===== src/rtl/cic_rate_ctrl.sv =====
// Rate-change sequencer for the CIC + compensation FIR decimation chain: drain, flush, retune, settle.
// Optional DRAIN watchdog enabled by defining CIC_RATE_CTRL_TIMEOUT_EN.
module cic_rate_ctrl #(
  parameter int unsigned SEL_W         = 3,
  parameter int unsigned MAX_SEL       = 4,
  parameter int unsigned DEFAULT_SEL   = 0,
  parameter int unsigned DRAIN_OUTS    = 4,
  parameter int unsigned FLUSH_CYC     = 8,
  parameter int unsigned SETTLE_OUTS   = 16,
  parameter int unsigned DRAIN_TIMEOUT = 4096
) (
  input  logic             clk,
  input  logic             rst,
  input  logic             cfg_valid,
  input  logic [SEL_W-1:0] cfg_sel,
  output logic             cfg_ready,
  output logic             cfg_err,
  input  logic             fir_out_valid,
  output logic [SEL_W-1:0] decim_sel,
  output logic             chain_enable,
  output logic             chain_flush,
  output logic             in_gate,
  output logic             out_gate,
  output logic             busy,
  output logic             drain_timeout
);

  localparam int unsigned DRAIN_W  = $clog2(DRAIN_OUTS + 1);
  localparam int unsigned FLUSH_W  = $clog2(FLUSH_CYC + 1);
  localparam int unsigned SETTLE_W = $clog2(SETTLE_OUTS + 1);

  typedef enum logic [1:0] {
    ST_FLUSH  = 2'd0,
    ST_SETTLE = 2'd1,
    ST_RUN    = 2'd2,
    ST_DRAIN  = 2'd3
  } state_e;

  state_e              state_q, state_d;
  logic [SEL_W-1:0]    pending_q, pending_d;
  logic [SEL_W-1:0]    decim_sel_q, decim_sel_d;
  logic [DRAIN_W-1:0]  drain_cnt_q, drain_cnt_d;
  logic [FLUSH_W-1:0]  flush_cnt_q, flush_cnt_d;
  logic [SETTLE_W-1:0] settle_cnt_q, settle_cnt_d;
  logic                cfg_ready_q, cfg_ready_d;
  logic                cfg_err_q, cfg_err_d;
  logic                chain_enable_q, chain_enable_d;
  logic                chain_flush_q, chain_flush_d;
  logic                in_gate_q, in_gate_d;
  logic                out_gate_q, out_gate_d;
  logic                busy_q, busy_d;

`ifdef CIC_RATE_CTRL_TIMEOUT_EN
  localparam int unsigned TMO_W = $clog2(DRAIN_TIMEOUT + 1);
  logic [TMO_W-1:0] tmo_cnt_q, tmo_cnt_d;
  logic             drain_timeout_q, drain_timeout_d;
`endif

  // Next state; counters clear to zero whenever they are not advancing in their own state.
  always_comb begin
    state_d      = state_q;
    pending_d    = pending_q;
    decim_sel_d  = decim_sel_q;
    drain_cnt_d  = '0;
    flush_cnt_d  = '0;
    settle_cnt_d = '0;
    cfg_err_d    = 1'b0;
`ifdef CIC_RATE_CTRL_TIMEOUT_EN
    tmo_cnt_d       = '0;
    drain_timeout_d = drain_timeout_q;
`endif

    case (state_q)
      ST_RUN: begin
        if (cfg_valid && cfg_ready_q) begin
          if (cfg_sel > SEL_W'(MAX_SEL)) begin
            cfg_err_d = 1'b1;
          end else begin
`ifdef CIC_RATE_CTRL_TIMEOUT_EN
            drain_timeout_d = 1'b0;
`endif
            if (cfg_sel != decim_sel_q) begin
              pending_d = cfg_sel;
              state_d   = ST_DRAIN;
            end
          end
        end
      end
      ST_DRAIN: begin
        if (drain_cnt_q == DRAIN_W'(DRAIN_OUTS)) begin
          state_d = ST_FLUSH;
        end else begin
          drain_cnt_d = drain_cnt_q + DRAIN_W'(fir_out_valid);
`ifdef CIC_RATE_CTRL_TIMEOUT_EN
          if (tmo_cnt_q == TMO_W'(DRAIN_TIMEOUT - 1)) begin
            state_d         = ST_FLUSH;
            drain_timeout_d = 1'b1;
          end else begin
            tmo_cnt_d = tmo_cnt_q + TMO_W'(1);
          end
`endif
        end
      end
      ST_FLUSH: begin
        if (flush_cnt_q == FLUSH_W'(FLUSH_CYC - 1)) begin
          state_d = ST_SETTLE;
        end else begin
          flush_cnt_d = flush_cnt_q + FLUSH_W'(1);
        end
      end
      ST_SETTLE: begin
        settle_cnt_d = settle_cnt_q;
        if (fir_out_valid) begin
          if (settle_cnt_q == SETTLE_W'(SETTLE_OUTS - 1)) begin
            state_d      = ST_RUN;
            settle_cnt_d = '0;
          end else begin
            settle_cnt_d = settle_cnt_q + SETTLE_W'(1);
          end
        end
      end
      default: state_d = ST_FLUSH;
    endcase

    // The select code only moves on the edge that enters FLUSH.
    if (state_d == ST_FLUSH && state_q != ST_FLUSH) begin
      decim_sel_d = pending_q;
    end

    // Outputs are decoded from the next state so they register in step with it.
    cfg_ready_d    = (state_d == ST_RUN);
    chain_enable_d = (state_d != ST_FLUSH);
    chain_flush_d  = (state_d == ST_FLUSH);
    in_gate_d      = (state_d == ST_RUN) || (state_d == ST_SETTLE);
    out_gate_d     = (state_d == ST_RUN) || (state_d == ST_DRAIN);
    busy_d         = (state_d != ST_RUN);
  end

  always_ff @(posedge clk or posedge rst) begin
    if (rst) begin
      state_q        <= ST_FLUSH;
      pending_q      <= SEL_W'(DEFAULT_SEL);
      decim_sel_q    <= SEL_W'(DEFAULT_SEL);
      drain_cnt_q    <= '0;
      flush_cnt_q    <= '0;
      settle_cnt_q   <= '0;
      cfg_ready_q    <= 1'b0;
      cfg_err_q      <= 1'b0;
      chain_enable_q <= 1'b0;
      chain_flush_q  <= 1'b1;
      in_gate_q      <= 1'b0;
      out_gate_q     <= 1'b0;
      busy_q         <= 1'b1;
    end else begin
      state_q        <= state_d;
      pending_q      <= pending_d;
      decim_sel_q    <= decim_sel_d;
      drain_cnt_q    <= drain_cnt_d;
      flush_cnt_q    <= flush_cnt_d;
      settle_cnt_q   <= settle_cnt_d;
      cfg_ready_q    <= cfg_ready_d;
      cfg_err_q      <= cfg_err_d;
      chain_enable_q <= chain_enable_d;
      chain_flush_q  <= chain_flush_d;
      in_gate_q      <= in_gate_d;
      out_gate_q     <= out_gate_d;
      busy_q         <= busy_d;
    end
  end

`ifdef CIC_RATE_CTRL_TIMEOUT_EN
  always_ff @(posedge clk or posedge rst) begin
    if (rst) begin
      tmo_cnt_q       <= '0;
      drain_timeout_q <= 1'b0;
    end else begin
      tmo_cnt_q       <= tmo_cnt_d;
      drain_timeout_q <= drain_timeout_d;
    end
  end

  assign drain_timeout = drain_timeout_q;
`else
  assign drain_timeout = 1'b0;
`endif

  assign cfg_ready    = cfg_ready_q;
  assign cfg_err      = cfg_err_q;
  assign decim_sel    = decim_sel_q;
  assign chain_enable = chain_enable_q;
  assign chain_flush  = chain_flush_q;
  assign in_gate      = in_gate_q;
  assign out_gate     = out_gate_q;
  assign busy         = busy_q;

endmodule

===== config.mk =====
export PLATFORM = sky130hd
export DESIGN_NAME = cic_rate_ctrl
export DESIGN_NICKNAME = d
export VERILOG_FILES = /design/src/rtl/cic_rate_ctrl.sv
export SDC_FILE = /design/constraint.sdc
export NUM_CORES = 1
export LEC_CHECK = 0
export ABC_AREA = 1
export BUFFER_PORTS_ARGS = -buffer_cell sky130_fd_sc_hd__buf_2
export CORE_ASPECT_RATIO = 1.5
export CORE_MARGIN = 3
export CORE_UTILIZATION = 50
export DETAILED_ROUTE_END_ITERATION = 8
export PLACE_DENSITY = 0.74
export SLEW_MARGIN = 20
export SYNTH_ARGS = -nofsm -noshare
export SYNTH_HDL_FRONTEND = slang
export SYNTH_SLANG_ARGS = --single-unit
export TNS_END_PERCENT = 100

===== constraint.sdc =====
create_clock -name clk -period 1.6 [get_ports clk]
set_input_delay 0.48 -clock clk [delete_from_list [all_inputs] [get_ports clk]]
set_output_delay 0.48 -clock clk [all_outputs]
set_load 0.1 [all_outputs]

# [After elaboration in Yosys (flattened, before gate mapping)]
# Index checks and enable logic that the tools add are counted.
[word_totals] ff_bits=27 inputBits=7 out_inout_bits=11 word_cells=57
[op_classes] addsub=3 n_lt_le_gt_ge=1 n_eq_ne=12 n_mux=18 bitwise=1 reduce_logical=9
[ops] op="$mux W5" n=3
[ops] op="$mux W2" n=7
[ops] op="$eq A2 B2 Y1 const B" n=4
[ops] op="$mux W4" n=2
[ops] op="$pmux W2 S4" n=1
[ops] op="$mux W3" n=2
[ops] op="$add A5 B1 Y5 const B" n=1
[ops] op="$eq A5 B4 Y1 const B" n=1
[ops] op="$add A4 B1 Y4 const B" n=1
[ops] op="$eq A2 B1 Y1 const B" n=2
[ops] op="$eq A4 B3 Y1 const B" n=1
[ops] op="$logic_not A2 Y1" n=2
[ops] op="$ne A2 B2 Y1 const B" n=2
[ops] op="$reduce_and A4 Y1" n=1
[ops] op="$reduce_bool A2 Y1" n=2
[ops] op="$add A3 B1 Y3" n=1
[ops] op="$eq A3 B3 Y1 const B" n=1
[ops] op="$gt A3 B3 Y1 const B" n=1
[ops] op="$mux W1" n=3
[ops] op="$ne A3 B3 Y1" n=1
[ops] op="$logic_and A1 B1 Y1" n=2
[ops] op="$logic_or A1 B1 Y1" n=2
[ops] op="$not A1 Y1" n=1

# [Depth between registers and ports, before layout]
# Gate-level depths: netlist of run 1.
[logic_depth] depth_word=7 depth_mapped=11 ltp_nobuf=11

# [Worst setup path after synthesis of run 1]
# No wires, ideal clock.
[synth_path] path_type="reg-to-reg" start="register decim_sel_q[1] (netlist: decim_sel[1])" end="register decim_sel_q[0] (netlist: decim_sel[0])" setup_ns=0.126 t_arrival_ns=2.047 required_ns=1.474 slack_ns=-0.573 stages_incl_launch_ff=11 n_path_buf=0 synth_period_minus_slack_ns=2.173 path_cell_list="dfrtp_1 > nand2_1 > nand2_1 > nand3_1 > nand2_4 > inv_1 > nor2_1 > ha_1 > nand2_2 > nor2_1 > a21oi_1"
[synth_between] elab_chain_len=7
[synth_lines] element="from (decl)" line_no="41" text="logic [SEL_W-1:0] decim_sel_q, decim_sel_d;"
[synth_lines] element="from (signal assigned)" line_no="143" text="decim_sel_q <= SEL_W'(DEFAULT_SEL);"
[synth_lines] element="from (signal assigned)" line_no="157" text="decim_sel_q <= decim_sel_d;"
[synth_lines] element="$ne A3 B3 Y1" line_no="82" text="if (cfg_sel != decim_sel_q) begin"
[synth_lines] element="$mux W2" line_no="82"
[synth_lines] element="$mux W2" line_no="76" text="if (cfg_sel > SEL_W'(MAX_SEL)) begin"
[synth_lines] element="$mux W2" line_no="75" text="if (cfg_valid && cfg_ready_q) begin"
[synth_lines] element="$pmux W2 S4" line_no="73" text="case (state_q)"
[synth_lines] element="$logic_not A2 Y1" line_no="126" text="if (state_d == ST_FLUSH && state_q != ST_FLUSH) begin"
[synth_lines] element="$logic_and A1 B1 Y1" line_no="126"
# Every way passes these cells.
# A chain may end at the register's enable or synchronous reset.

# [Worst setup path in the final report of run 1]
[layout_path] start="register settle_cnt_q[1]" end="register out_gate_q (netlist: out_gate)"
[layout_between] elab_chain_len=6 word_cells_on_any_way=7 cone_classes="eq/ne: 3; mux: 3; reduce/logical: 1"
[layout_lines] element="from (decl)" line_no="44" text="logic [SETTLE_W-1:0] settle_cnt_q, settle_cnt_d;"
[layout_lines] element="from (signal assigned)" line_no="160" text="settle_cnt_q <= settle_cnt_d;"
[layout_lines] element="$eq A5 B4 Y1 *" line_no="114" text="if (settle_cnt_q == SETTLE_W'(SETTLE_OUTS - 1)) begin"
[layout_lines] element="$mux W2 *" line_no="114"
[layout_lines] element="$mux W2 *" line_no="113" text="if (fir_out_valid) begin"
[layout_lines] element="$pmux W2 S4 *" line_no="73"
[layout_lines] element="named net state_d[0]" line_no="39" text="state_e state_q, state_d;"
[layout_lines] element="$eq A2 B2 Y1" line_no="135" text="out_gate_d = (state_d == ST_RUN) || (state_d == ST_DRAIN);"
[layout_lines] element="$logic_or A1 B1 Y1 *" line_no="135"
[layout_lines] element="named net out_gate_d" line_no="50" text="logic out_gate_q, out_gate_d;"
[layout_lines] element="to (signal assigned)" line_no="166" text="out_gate_q <= out_gate_d;"
[layout_lines] element="to (decl)" line_no="50"
# Mark *: on every way through the listed nets, which the timed path passes. The rest lies on a longest branch.

==> results.py, run 1 <==
metrics = {
    "sta": {
        "worst_hold_slack_ns": 0.1857,
        "min_period_ns": 1.693,
        "tns_ns": -0.4463,
        "final_hold_viol_count": 0,
        "rsz0062_at_grt": "true",
        "clock-skew-final_ns": 0.008830,
        "fin_ws_ns": -0.09264,
        "clock.fmax_ghz": 0.5908,
        "period_share_pct": 105.8,
        "slew_violations": 0,
        "setup_violations": 7,
    },
    "critical_path": {
        "critical_path.most_common_cell": "ha_2",
        "cp_max_fo": 3,
        "reg2reg_depth": 9,
        "cp-end-kind": "flip-flop",
        "startpoint": "settle_cnt_q[1]$_DFFE_PP0P_",
        "crit_slowest_cell": "dfrtp_1",
        "critPathBufInv": 1,
        "rr_endpoint": "out_gate$_DFF_PP0_",
        "criticalPathCategory": "reg -> reg",
        "reg2reg_from": "settle_cnt_q[1]$_DFFE_PP0P_",
        "r2r_slack_ns": -0.09,
        "critPathRequiredTime_ns": 1.83,
        "cp-start-kind": "flip-flop",
        "slowest_delay_ns": 0.40,
        "crit_chain": "ha_2, nand2_2, nor2_2, nand3_1, nand2_1, buf_4, nand3b_1, ha_2, or2_4",
        "crit_family": "simple AND/OR/NAND/NOR gates",
        "cp.arrival_ns": 1.92,
    },
    "floorplanning": {
        "die_x_microns": 47.23,
        "die_area_sq_um": 3204,
        "rows": 21,
        "die_h_microns": 67.85,
        "core-area_sq_um": 2338,
        "io_pins": 18,
        "start_util_pct": 54.52,
    },
    "route": {
        "ant_nets": 0,
        "vias": 1084,
        "drt_iter0_markers": 21,
        "drc_errors": 0,
        "wl_microns": 2828,
        "drt-pass1-iter-count": 4,
        "routed_via_density": 5.137,
        "wire_per_inst_microns": 13.40,
    },
    "grt": {
        "antenna_found_initial": 0,
        "grt_usage_pct": 18.66,
        "grt_pass1_vias": 1087,
        "grt_max_degree": 28,
        "overflow": 0,
        "grt_pass1_wl_microns": 4429,
    },
    "placement": {
        "dp_hpwl_microns": 1989,
        "portBuffers": 16,
        "pre_cts_ws_ns": -0.1394,
        "gp_congestion": 0.8253,
        "postPlaceCellArea_sq_um": 1675,
        "dp.cells": 200,
    },
    "clock_tree": {
        "ctsRootBufferMaster": "clkbuf_4",
        "path_clk_slew_ns": 0.14,
        "cts_sinks": 27,
        "cts_tree": "yes",
        "cts_htree_levels": 1,
        "insertion_delay_ns": 0.32,
        "cts_hold_buf": 0,
        "cts_inserted_buffers": 3,
        "cts_buffer_depth": 2,
    },
    "power": {
        "powerDensity_nw_per_um2": 1977,
        "leakagePower_nw": 0.9431,
        "finalPower_mw": 3.560,
        "ir_drop_v": 0.002524,
    },
    "cells_and_area": {
        "final_area_sq_um": 1800,
        "seq_area_sq_um": 693.2,
        "synthToLayoutAreaGrowth_pct": 41.22,
        "final_layout_size_suffix_gt1_share_pct": 40.96,
        "layout_commonest_cell": "nand2_1",
        "antenna_cells": 0,
        "nets": 205,
        "multiInputGateArea_sq_um": 574.3,
        "post-route-util_pct": 76.99,
        "final_cell_mix": "nand2_1 (26), buf_4 (25), dfrtp_1 (21)",
        "fill_cells": 148,
        "final_cell_count_no_fill": 211,
    },
    "synth": {
        "synth_seq_area_share_pct": 53.19,
        "synth_cells": 142,
        "ys_types": 24,
        "ys_ff_latch": 27,
        "syn_avg_cell_area_sq_um": 8.979,
        "yosys_warnings": 0,
        "syn_area_sq_um": 1275,
        "synth_fp_nets": 158,
    },
    "min_path": {
        "min_path_type": "in -> async",
    },
    "outcome": {
        "violations": "setup timing",
        "outcome": "complete, but fails checks",
    },
    "job": {
        "maxCapViolCount": 0,
    },
}
## report_power, final
part           total [mW]  internal [mW]  leakage [nW]  switching [mW]
Combinational        2.15          0.821         0.580            1.33
Clock               0.283         0.0936        0.0177           0.189
Sequential           1.13          0.934         0.346           0.193
## area by class of cell
type / count / share of cell area [%]
inverter: 23 / 4.795
tap: 23 / 1.598
multi-input combinational: 91 / 31.90
clock buffer: 3 / 1.251
sequential: 27 / 38.50
clock inverter: 1 / 0.2780
timing repair buffer: 43 / 21.68
## tightest hold or removal path, cell delays in order
cell	delay (ns)
buf_2	0.09
inv_1	0.04
buf_4	0.31
## repair_timing
action	4_1_cts	5_1_grt
setup buffers	3	4
pin swaps	2	3
endpoints found under the setup margin	7	11
gates resized for setup	6	9
hold endpoints to repair	0	0
## cells in the mapped netlist
cell type,number,area [sq um]
ha_1,9,112.6
nor2_2,1,6.260
inv_2,1,3.750
inv_1,22,82.58
o21ai_0,2,10.01
o21ai_1,3,15.01
nor2_4,1,11.26
or2_2,1,6.260
nor2_1,19,71.32
nand2_4,1,11.26
xor2_1,2,17.52
xnor2_1,1,8.760
nand2_2,1,6.260
nand2_1,27,101.4
a21oi_1,5,25.02
buf_4,1,7.510
dfrtp_1,25,625.6
nand3b_1,1,7.510
nor4_1,1,6.260
nand4_2,1,12.51
nor3_1,1,5.000
nand3_1,13,65.06
dfstp_2,2,52.55
conb_1,1,3.750
## metal layers
layer | wire (microns) | track usage (%) | vias to the layer above
li1 | - | - | 529
met1 | 1141 | 23.02 | 532
met2 | 1555 | 32.55 | 15
met3 | 70 | 2.105 | 8
met4 | 61 | 6.228 | 0
met5 | 0 | 0 | -
## registers in the layout, indices dropped and copies added (netlist names)
register      cells
cfg_err           1
busy              1
pending_q         3
cfg_ready         1
decim_sel         3
in_gate           1
out_gate          1
chain_enable      1
chain_flush       1
flush_cnt_q       4
state_q           2
settle_cnt_q      5
drain_cnt_q       3
## worst max-delay path by stage
stage	to	slack [ns]	depth (start not counted)
after floorplan	decim_sel[0]$_DFFE_PP0P_	-0.05	11
after global placement	out_gate$_DFF_PP0_	-0.11	9
after detailed placement	decim_sel[0]$_DFFE_PP0P_	-0.14	10
after CTS	out_gate$_DFF_PP0_	-0.07	9
after global routing	decim_sel[0]$_DFFE_PP0P_	-0.18	11
final	out_gate$_DFF_PP0_	-0.09	9
## logic make-up (layout without fill, tap and decap cells)
kind of cell,count (synthesis),count (layout),share of synthesized area [%]
compound gates,10,10,3.925
xor+xnor,3,3,2.061
fa+ha+maj,9,9,8.832
buf+inv,24,70,7.360
flops,27,27,53.19
other cells,1,1,0.2941
simple gates,68,68,24.34
No activity file was read; power rests on OpenSTA's default activity.
==> inputs of run 2 (changes only) <==
--- a/config.mk
+++ b/config.mk
@@ -11,7 +11,7 @@
 export CORE_MARGIN = 3
 export CORE_UTILIZATION = 50
 export DETAILED_ROUTE_END_ITERATION = 8
-export PLACE_DENSITY = 0.74
+export PLACE_DENSITY = 0.71
 export SLEW_MARGIN = 20
 export SYNTH_ARGS = -nofsm -noshare
 export SYNTH_HDL_FRONTEND = slang
==> results.py, run 2 (synthesized netlist as in run 1, its figures left out) <==
metrics = {
    "sta": {
        "worst_hold_slack_ns": 0.1684,
        "final_hold_viol_count": 0,
        "tns_ns": -0.3355,
        "clock.fmax_ghz": 0.5858,
        "fin_ws_ns": -0.1071,
        "clock-skew-final_ns": 0.005914,
        "slew_violations": 0,
        "period_share_pct": 106.7,
        "rsz0062_at_grt": "true",
        "setup_violations": 7,
        "min_period_ns": 1.707,
    },
    "cells_and_area": {
        "nets": 205,
        "final_layout_size_suffix_gt1_share_pct": 42.55,
        "seq_area_sq_um": 694.4,
        "largest_registers": "settle_cnt_q (5), flush_cnt_q (4)",
        "layout_commonest_cell": "nand2_1",
        "final_area_sq_um": 1831,
        "synthToLayoutAreaGrowth_pct": 43.57,
        "final_cell_count_no_fill": 211,
        "largest_register_ffs": 5,
        "post-route-util_pct": 78.28,
        "antenna_cells": 0,
        "largest-register": "settle_cnt_q",
        "fill_cells": 147,
        "multiInputGateArea_sq_um": 600.6,
        "final_cell_mix": "nand2_1 (25), buf_4 (24), dfrtp_1 (20)",
    },
    "clock_tree": {
        "insertion_delay_ns": 0.33,
        "cts_inserted_buffers": 3,
        "ctsRootBufferMaster": "clkbuf_4",
        "cts_sinks": 27,
        "cts_buffer_depth": 2,
        "cts_htree_levels": 1,
        "cts_tree": "yes",
        "path_clk_slew_ns": 0.13,
        "cts_hold_buf": 0,
    },
    "critical_path": {
        "reg2reg_depth": 10,
        "critPathRequiredTime_ns": 1.84,
        "r2r_slack_ns": -0.11,
        "slowest_delay_ns": 0.39,
        "crit_chain": "ha_2, nand2_2, nor2_4, nand3_2, nand2_2, nand3_2, nor2_4, ha_4, nand2_4, a21oi_1",
        "cp_max_fo": 6,
        "rr_endpoint": "decim_sel[0]$_DFFE_PP0P_",
        "critPathBufInv": 0,
        "cp-end-kind": "flip-flop",
        "cp-start-kind": "flip-flop",
        "criticalPathCategory": "reg -> reg",
        "crit_family": "simple AND/OR/NAND/NOR gates",
        "crit_slowest_cell": "dfrtp_1",
        "cp.arrival_ns": 1.95,
        "reg2reg_from": "settle_cnt_q[1]$_DFFE_PP0P_",
    },
    "placement": {
        "pre_cts_ws_ns": -0.1543,
        "portBuffers": 16,
        "dp.cells": 203,
        "gp_congestion": 0.8903,
        "dp_hpwl_microns": 2069,
        "postPlaceCellArea_sq_um": 1698,
    },
    "grt": {
        "grt_pass1_wl_microns": 4560,
        "grt_max_degree": 28,
        "overflow": 0,
        "grt_pass1_vias": 1079,
        "antenna_found_initial": 0,
        "grt_usage_pct": 20.17,
    },
    "floorplanning": {
        "die_x_microns": 47.23,
        "start_util_pct": 54.52,
        "die_h_microns": 67.85,
        "io_pins": 18,
        "core-area_sq_um": 2338,
        "die_area_sq_um": 3204,
        "rows": 21,
    },
    "power": {
        "clock_power_share_pct": 8.0,
        "ir_drop_v": 0.001795,
        "finalPower_mw": 3.644,
        "switching_power_mw": 1.750,
        "pwr-share-seq_pct": 30.7,
        "combPwrFrac_pct": 61.3,
        "swShare_pct": 48.03,
        "p_int_mw": 1.894,
        "leakagePower_nw": 0.9387,
        "powerDensity_nw_per_um2": 1991,
    },
    "route": {
        "vias": 1058,
        "ant_nets": 0,
        "drt_iter0_markers": 9,
        "wire_per_inst_microns": 13.41,
        "drc_errors": 0,
        "drt-pass1-iter-count": 4,
        "wl_microns": 2829,
        "routed_via_density": 5.014,
    },
    "outcome": {
        "violations": "setup timing",
        "outcome": "complete, but fails checks",
    },
    "job": {
        "maxCapViolCount": 0,
    },
    "min_path": {
        "min_path_type": "in -> async",
    },
}
run 2: how the worst max path moves through the flow:
| stage | startpoint | to | cells after the start |
|---|---|---|---|
| after floorplan | decim_sel[2]$_DFFE_PP0P_ | decim_sel[0]$_DFFE_PP0P_ | 11 |
| after global placement | cfg_sel[0] | out_gate$_DFF_PP0_ | 9 |
| after detailed placement | cfg_sel[0] | out_gate$_DFF_PP0_ | 9 |
| after CTS | settle_cnt_q[1]$_DFFE_PP0P_ | decim_sel[0]$_DFFE_PP0P_ | 11 |
| after global routing | settle_cnt_q[1]$_DFFE_PP0P_ | decim_sel[0]$_DFFE_PP0P_ | 10 |
| final | settle_cnt_q[1]$_DFFE_PP0P_ | decim_sel[0]$_DFFE_PP0P_ | 10 |
run 2: power groups by stage:
stage	Combinational (mW)	Clock, mW	Sequential (mW)
after floorplan	0.568	0	1.79
after global placement	1.97	0	1.11
after detailed placement	2.02	0	1.12
after CTS	2.05	0.308	1.11
after global routing	2.38	0.332	1.15
final	2.23	0.292	1.12
run 2: routing by layer:
layer  wire (microns)  GRT usage, %  part of all wire (%)
met5                0             0                     0
met2             1609         36.41                    57
met1             1030         21.58                    36
met4               83         9.343                   2.9
met3              104         3.421                   3.7
run 2: final cells by class:
class / instances / share of cell area [%]
flip-flops and latches: 27 / 37.94
multi-input cells: 91 / 32.81
repair buffers: 43 / 21.53
inverters: 23 / 4.716
well taps: 23 / 1.572
clock buffers: 4 / 1.435
run 2: what timing repair did:
action | in CTS | in global routing
pin swaps | 1 | 4
buffers inserted | 0 | 4
hold endpoints to repair | 0 | 0
gates cloned | 0 | 0
resized for setup | 7 | 15
setup endpoints to repair | 7 | 12
run 2: worst register-to-register path: stages, from the launching register on:
cell,delay (ns)
dfrtp_1,0.39
ha_2,0.21
nand2_2,0.07
nor2_4,0.10
nand3_2,0.07
nand2_2,0.10
nand3_2,0.10
nor2_4,0.16
ha_4,0.16
nand2_4,0.07
a21oi_1,0.21
